$ cat src/rtl/input_event_ctrl.sv
// rtl/input_event_ctrl.sv - button edge/long-press event generator with round-robin arbiter and 4-deep event FIFO
module input_event_ctrl #(
    parameter int TICK_DIV   = 65536,
    parameter int LONG_TICKS = 64
) (
    input  logic       clk,
    input  logic       rst_n,
    input  logic [4:0] btn_level,
    output logic       tick,
    output logic       ev_valid,
    input  logic       ev_ready,
    output logic [4:0] ev_data,
    output logic       overflow,
    input  logic       clr_overflow
);
    localparam int              CW        = $clog2(TICK_DIV);
    localparam logic [CW-1:0]   TICK_LAST = CW'(TICK_DIV - 1);
    localparam logic [7:0]      LONG_PRE  = 8'(LONG_TICKS - 1);

    typedef enum logic [1:0] {
        EV_PRESS   = 2'b00,
        EV_RELEASE = 2'b01,
        EV_LONG    = 2'b10
    } ev_type_e;

    logic [CW-1:0] tcnt_q;
    logic [4:0]    lvl_q, lvl_qq;
    logic [7:0]    hold_q [5];
    logic [4:0]    pend_press_q, pend_long_q, pend_rel_q;
    logic [4:0]    pend_press_d, pend_long_d, pend_rel_d;
    logic [2:0]    rr_q, rr_d;
    logic [4:0]    mem_q [4];
    logic [1:0]    wr_q, rd_q;
    logic [2:0]    cnt_q;
    logic          ovf_q, ovf_d;

    logic [4:0]    rise, fall, long_ev, any_pend;
    logic [4:0]    g_press, g_long, g_rel;
    logic          gnt_valid, full, pop, drop;
    logic [2:0]    gnt_id;
    ev_type_e      gnt_type;

    assign tick     = (tcnt_q == TICK_LAST);
    assign rise     = lvl_q & ~lvl_qq;
    assign fall     = ~lvl_q & lvl_qq;
    assign full     = (cnt_q == 3'd4);
    assign ev_valid = (cnt_q != 3'd0);
    assign pop      = ev_valid & ev_ready;
    assign ev_data  = ev_valid ? mem_q[rd_q] : 5'd0;
    assign overflow = ovf_q;
    assign any_pend = pend_press_q | pend_long_q | pend_rel_q;

    always_comb begin
        for (int i = 0; i < 5; i++) begin
            long_ev[i] = lvl_q[i] & tick & (hold_q[i] == LONG_PRE);
        end
    end

    // Round-robin search starting at rr_q; first button with anything pending wins.
    always_comb begin : arb
        int idx;
        idx       = 0;
        gnt_valid = 1'b0;
        gnt_id    = 3'd0;
        gnt_type  = EV_PRESS;
        g_press   = '0;
        g_long    = '0;
        g_rel     = '0;
        if (!full) begin
            for (int k = 0; k < 5; k++) begin
                idx = int'(rr_q) + k;
                if (idx >= 5) idx = idx - 5;
                if (!gnt_valid && any_pend[idx]) begin
                    gnt_valid = 1'b1;
                    gnt_id    = 3'(idx);
                    if (pend_press_q[idx]) begin
                        gnt_type     = EV_PRESS;
                        g_press[idx] = 1'b1;
                    end else if (pend_long_q[idx]) begin
                        gnt_type    = EV_LONG;
                        g_long[idx] = 1'b1;
                    end else begin
                        gnt_type   = EV_RELEASE;
                        g_rel[idx] = 1'b1;
                    end
                end
            end
        end
    end

    // A same-cycle grant and new event of one type leaves the flag set, so nothing is lost.
    always_comb begin
        pend_press_d = (pend_press_q & ~g_press) | rise;
        pend_long_d  = (pend_long_q  & ~g_long)  | long_ev;
        pend_rel_d   = (pend_rel_q   & ~g_rel)   | fall;
        drop         = |((rise    & pend_press_q & ~g_press) |
                         (long_ev & pend_long_q  & ~g_long)  |
                         (fall    & pend_rel_q   & ~g_rel));
        ovf_d        = drop | (ovf_q & ~clr_overflow);
        rr_d         = rr_q;
        if (gnt_valid) begin
            rr_d = (gnt_id == 3'd4) ? 3'd0 : gnt_id + 3'd1;
        end
    end

    always_ff @(posedge clk or negedge rst_n) begin
        if (!rst_n) begin
            tcnt_q       <= '0;
            lvl_q        <= '0;
            lvl_qq       <= '0;
            pend_press_q <= '0;
            pend_long_q  <= '0;
            pend_rel_q   <= '0;
            rr_q         <= '0;
            wr_q         <= '0;
            rd_q         <= '0;
            cnt_q        <= '0;
            ovf_q        <= 1'b0;
            for (int i = 0; i < 5; i++) hold_q[i] <= '0;
        end else begin
            tcnt_q       <= tick ? '0 : tcnt_q + CW'(1);
            lvl_q        <= btn_level;
            lvl_qq       <= lvl_q;
            pend_press_q <= pend_press_d;
            pend_long_q  <= pend_long_d;
            pend_rel_q   <= pend_rel_d;
            rr_q         <= rr_d;
            ovf_q        <= ovf_d;
            if (gnt_valid) wr_q <= wr_q + 2'd1;
            if (pop)       rd_q <= rd_q + 2'd1;
            cnt_q        <= cnt_q + {2'b00, gnt_valid} - {2'b00, pop};
            for (int i = 0; i < 5; i++) begin
                if (!lvl_q[i]) begin
                    hold_q[i] <= '0;
                end else if (tick && hold_q[i] != 8'hFF) begin
                    hold_q[i] <= hold_q[i] + 8'd1;
                end
            end
        end
    end

    always_ff @(posedge clk) begin
        if (gnt_valid) mem_q[wr_q] <= {gnt_type, gnt_id};
    end
endmodule

$ cat config.mk
export PLATFORM = sky130hd
export DESIGN_NAME = input_event_ctrl
export DESIGN_NICKNAME = d
export VERILOG_FILES = /design/src/rtl/input_event_ctrl.sv
export SDC_FILE = /design/constraint.sdc
export NUM_CORES = 1
export LEC_CHECK = 0
export ABC_AREA = 0
export CELL_PAD_IN_SITES_DETAIL_PLACEMENT = 0
export CELL_PAD_IN_SITES_GLOBAL_PLACEMENT = 1
export CORE_UTILIZATION = 49
export CTS_CLUSTER_SIZE = 24
export DETAILED_ROUTE_END_ITERATION = 7
export GPL_TIMING_DRIVEN = 0
export PLACE_DENSITY_LB_ADDON = 0.1
export SYNTH_ARGS = -nofsm -noshare
export SYNTH_HDL_FRONTEND = slang
export SYNTH_SLANG_ARGS = --single-unit
$ cat constraint.sdc
create_clock -name clk -period 5.15 [get_ports clk]
set_input_delay 0.515 -clock clk [delete_from_list [all_inputs] [get_ports clk]]
set_output_delay 0.515 -clock clk [all_outputs]
set_load 0.03 [all_outputs]
======== Word level (Yosys, flattened, before mapping) ========
Memory sizes are Yosys's and may differ from the RTL's.
Index checks and enable logic that the tools add are counted.
operators by class
  add/sub/neg operators ................... 20
  reductions and logical operators ........ 20
  bitwise gates (word level) .............. 49
  eq/ne operators ......................... 18
  multiplexer cells ....................... 167
  $lt $le $gt $ge ......................... 15
operators by type and width
  cell                                                  count
  two-way mux 32 bit                                    10
  two-way mux 5 bit                                     56
  >= comparator 32 x 1 -> 1 bit, second input constant  5
  < comparator 32 x 5 -> 1 bit, second input constant   5
  OR 5 bit                                              19
  two-way mux 8 bit                                     10
  bitwise AND 5 bit                                     11
  two-way mux 1 bit                                     47
  binary-select mux 1 bit (select 3 bit)                15
  adder 8 x 1 -> 8 bit, second input constant           5
  == test 8 x 6 -> 1 bit, second input constant         5
  != test 8 bit, second input constant                  5
  two-way mux 2 bit                                     16
  NOT 5 bit                                             5
  two-way mux 3 bit                                     7
  subtractor 4 x 3 -> 5 bit, second input constant      4
  adder 16 x 1 -> 16 bit, second input constant         1
  == test 16 bit, second input constant                 1
  >= comparator 4 x 3 -> 1 bit, second input constant   4
  two-way mux 16 bit                                    1
  demux 1 bit (select 3 bit)                            5
  logical AND 1 bit                                     14
  bitwise AND 1 bit                                     12
  != test 2 x 1 -> 1 bit, second input constant         5
  15 further kinds                                      21
word-level totals
  RAM bits ................................ 20
  register bits after elaboration ......... 92
  bits of input ports ..................... 9
  memories ................................ 1
memories
  name   words  bits a word  read ports  clocked after Yosys merged registers in  wr ports  RTL line  source
  mem_q  4      5            1           0                                        1         32        logic [4:0] mem_q [4];

======== Longest topological paths before layout ========
  word-level depth ........................ 37
  mapped depth ............................ 24
  mapped depth without buffers ............ 19

======== Least setup slack after synthesis ========
No wires, ideal clock.
  kind .................................... reg-to-reg
  from .................................... reg rr_q[0]
  to ...................................... reg cnt_q[2]
  slack ................................... 538 ps
  data arrival time ....................... 4489 ps
  setup time .............................. 123 ps
  path buffers ............................ 3
  stages on the path, launching flop included .. 21
  cells stage by stage .................... dfrtp_1 -> buf_2 -> inv_2 -> ha_1 -> ha_1 -> buf_2 -> a211oi_2 -> o211ai_1 -> a2111oi_0 -> a211oi_2 -> nor2b_1 -> a21oi_1 -> clkbuf_1 -> inv_1 -> ha_1 -> inv_1 -> ha_1 -> inv_1 -> fa_1 -> xnor2_1 -> xnor2_1
between the ends
  longest elaborated chain between the ends .. 26
  elaborated cells on any way between the ends .. 59
  those cells by class .................... add/sub (11); order compare (5); mux (35); reduce/logical (8)
RTL lines
  element                                                             RTL line  source
  start: declaration                                                  31        logic [2:0] rr_q, rr_d;
  start signal: assignment                                            127       rr_q <= rr_d;
  branches (longest 22 deep; another with subtractor 4 x 3 -> 5 bit)  n/a
  two-way mux 1 bit (*)                                               73        if (!gnt_valid && any_pend[idx]) begin
  two-way mux 1 bit (*)                                               69        if (!full) begin
  adder 3 x 1 -> 3 bit (*)                                            131       cnt_q <= cnt_q + {2'b00, gnt_valid} - {2'b00, pop};
  subtractor 3 x 1 -> 3 bit (*)                                       131
  end signal: assignment                                              131
  end: declaration                                                    34        logic [2:0] cnt_q;
Mark *: on every way between the ends. The select of a mux whose other input is x is not followed.
A chain may end at the register's enable or synchronous reset.

======== Final worst setup path ========
  from .................................... reg rr_q[0]
  to ...................................... reg ovf_q (netlist: overflow)
between the ends
  longest elaborated chain between the ends .. 37
  elaborated cells on any way between the ends .. 187
  those cells by class .................... add/sub (9); order compare (15); mux (128); bitwise (21); reduce/logical (14)
RTL lines
  element                                                                                              RTL line    source
  subtractor 3 x 3 -> 4 bit or >= comparator 3 bit (tied branches)                                     72          if (idx >= 5) idx = idx - 5;
  two-way mux 32 bit                                                                                   72
  two-way mux 32 bit                                                                                   69
  >= comparator 32 x 1 -> 1 bit (not written as such) or < comparator 32 x 5 -> 1 bit (tied branches)  78, 81, 84
  logical AND 1 bit (not written as such)                                                              78, 81, 84
  two-way mux 1 bit (not written as such)                                                              78, 81, 84
  demux 1 bit (select 3 bit)                                                                           78, 81, 84
  two-way mux 5 bit                                                                                    79          end else if (pend_long_q[idx]) begin
  [... 22 more ...]                                                                                    n/a
  two-way mux 5 bit                                                                                    69
  NOT 5 bit                                                                                            97          (long_ev & pend_long_q & ~g_long) |
  bitwise AND 5 bit                                                                                    97
  OR 5 bit                                                                                             96          drop = |((rise & pend_press_q & ~g_press) |
  OR 5 bit (*)                                                                                         97
  OR reduction 5 bit (*)                                                                               96
  OR 1 bit (*)                                                                                         99          ovf_d = drop | (ovf_q & ~clr_overflow);
  net ovf_d                                                                                            35          logic ovf_q, ovf_d;
  end signal: assignment                                                                               128         ovf_q <= ovf_d;
  end: declaration                                                                                     35
Mark *: on every way through the listed nets, which the timed path passes. The rest lies on a longest branch. The select of a mux whose other input is x is not followed.

==> run metrics <==
Ys Warns=0; Slowest-stage cell, CP=nor4_2; Adder-Cell Fraction of Synth Area=4.505%; async set-reset flop share out of synthesis=82.14%; initial antenna violation count=0; Skew-Pair Late Insertion Delay=0.36 ns; total gr overflow=0; critical path buffer and inverter count=3; dpl hpwl=21.37 mm; DR DRC count=0; Post-synth EDFFs=20; chip width=130.6 um; CTS Buf Count=9; number of max-cap violations=0; Synth Cell Area=8109 sq um; Vias=7779; Post-Synth Simple-Gate Area=23.68%; Tot GR Track Use=34.12%; clock skew=0.01487 ns; CP peak stage delay=0.55 ns; Hold Crit Class=in -> async; CP Capture Type=register; Synth Area in Compound Gates=21.71%; CTS root buf=clkbuf_16; # port buffers=16; vias in the first global route=7445; final setup violating endpoints=0; full die area=17070 sq um; Layout fillers=1439; sequential-to-total area share from yosys stat=35.80%; most numerous cell in the Yosys netlist=dfrtp_1; Routed WL=28.21 mm; delay-heaviest family, CP=compound AO/OA/AOI/OAI gates; Clock Sink Count=112; Yosys top cell by area=dfrtp_1; worst setup path class=reg -> reg; Final ANT Viol Nets=0; Final GP Congestion=1.026; Ports=17; initial cell density of the core=50.68%; top post-synthesis cells by area=dfrtp_1 28%, edfxtp_1 7.4%, nor2_1 4.2%; largest family of logic cells by synthesized area=simple AND/OR/NAND/NOR gates; top cells by count, synth=92 x dfrtp_1, 91 x nor2_1, 82 x nand2_1; Mapped Cells=921; Final Hold Viols=0; outcome=finished, final reports clean; synthesized net count=958; Avg Inst Size Synth=8.805 sq um; synthesis-stage register bit count=112; area delta synth->final=12.96%; Die Ht=130.6 um; area fraction of the dominant cell type after synthesis=28.39%; share of cells above drive strength 1=11.84%; crit-path cells=clkbuf_4, inv_8, ha_4, ha_1, buf_2, a211o_1, a211oi_1, o211ai_1, a32oi_1, nand2b_1, nor4_2, nand2b_1, a32oi_1, nand3_1, nor4_1, nand4_1; largest net degree at the start of global routing=51; Final min period=4.931 ns; H-tree Lvls=3; row count=46; WL/cell=23.92 um; drt initial violations=876; Finished Core Util=57.25%; DR vias/cell=6.598; first-pass GRT wire length=42.61 mm; critical path required time=5.36 ns; fmax=202.8 MHz; Top FF cell, synth=dfrtp_1; CTS tree=built; final cycle utilization of the critical path=95.74%; ANT cells=0; Final nets=995; crit path max fanout=10; CTS clk-pin slew, worst paths=0.09 ns; measured slew at the worst slew-check pin=1.117 ns; CP arrival=5.15 ns; DRT Pass-1 Iters=8; mux share of post-synthesis cell area=3.765%; Netlist cell types=89; core area=16000 sq um; Synth Area in XOR/XNOR=6.141%; startpoint types=register; Slew HR=24.96%; Slew Limit Fails=0; clk buf depth=2
[cells by family after synthesis]
| group | after synthesis |
|---|---|
| compound gates | 240 |
| xor+xnor | 56 |
| fa+ha+maj | 28 |
| buf+inv | 84 |
| flops | 112 |
| mux | 24 |
| simple gates | 377 |
[registers in the layout (all words and copies together), names as in the netlist]
| signal | cells |
|---|---|
| pend_press_q | 5 |
| lvl_qq | 5 |
| rr_q | 3 |
| hold_q | 40 |
| overflow | 1 |
| tcnt_q | 16 |
| pend_rel_q | 5 |
| pend_long_q | 5 |
| mem_q | 20 |
| cnt_q | 3 |
| wr_q | 2 |
| rd_q | 2 |
| lvl_q | 5 |
[timing repair]
| action | CTS | global route |
|---|---|---|
| setup endpoints to repair | 28 | 10 |
| setup buffers | 5 | 7 |
| resized for setup | 30 | 21 |
| hold buffers | 0 | 0 |
| pin swaps | 4 | 7 |
[metal layers]
layer,vias to the layer above,routed length [um],global-route usage (%),share of wire [%]
li1,3513,-,-,-
met1,3795,11520,44.53,41
met2,388,12950,53.97,46
met3,83,2483,6.718,8.8
met4,0,1251,17.31,4.4
met5,-,0,0,0
[layout make-up]
class,instances,area (sq um),share of cell area [%]
multi-input cells,725,5050,55.13
flip-flops and latches,112,2907,31.73
repair buffers,29,275.3,3.005
well taps,216,270.3,2.950
clock buffers,10,229.0,2.500
plain buffers,41,207.7,2.267
inverters,40,161.4,1.762
clock inverters,6,60.06,0.6556
[path summary, 6_finish.rpt]
kind	from	end	slack (ns)	cells past startpoint
max reg2reg	rr_q[0]	overflow	0.22	16
max in group asynchronous	rst_n	pend_press_q[2]	4.33	2
min	rst_n	hold_q[24]	0.15	1
min reg2reg	lvl_q[0]	lvl_qq[0]	0.39	0
min in group clk	lvl_q[0]	lvl_qq[0]	0.39	0
max	rr_q[0]	overflow	0.22	16
[layout by cell type, fill, tap and decap left out, types with 10 or more instances in the layout]
cell type,n
a211oi_1,12
xor2_1,30
or3_1,11
nor3_1,22
nor2b_1,13
nand4_1,15
a31oi_1,14
clkbuf_1,20
and3_1,24
dfrtp_1,89
a21oi_1,40
mux2i_1,14
buf_4,13
ha_1,24
o221ai_1,10
o21ai_0,32
edfxtp_1,20
clkdlybuf4s50_1,15
nor2_1,90
and2_1,21
nand2_1,82
o211ai_1,15
nand3_1,45
buf_2,11
xnor2_1,24
inv_1,35
[worst reg2reg max path: stages, from the launching register on]
cell and delay [ns]:
dfrtp_2 0.43, clkbuf_4 0.28, inv_8 0.09, ha_4 0.20
ha_1 0.34, buf_2 0.23, a211o_1 0.34, a211oi_1 0.46
o211ai_1 0.15, a32oi_1 0.54, nand2b_1 0.17, nor4_2 0.55
nand2b_1 0.21, a32oi_1 0.26, nand3_1 0.10, nor4_1 0.29
nand4_1 0.13
[per-stage QoR]
step	std cells	cell area [sq um]	hold WS (ns)	setup slack (ns)	setup TNS [ns]
3_5_place_dp	1154	8564	0.3722	-0.7486	-4.740
5_1_grt	1179	9160	0.2055	-0.006548	-0.006548
4_1_cts	1174	9005	0.1594	0.007888	0
6_report	1179	9160	0.1548	0.2194	0
3_3_place_gp	1153	8539	0.3699	-0.7539	-4.899
2_1_floorplan	921	8109	0.2194	0.5379	0
Power is left out: the tool's default activity adds up to more than one toggle a clock period on the data nets, which glitch-free logic cannot reach.
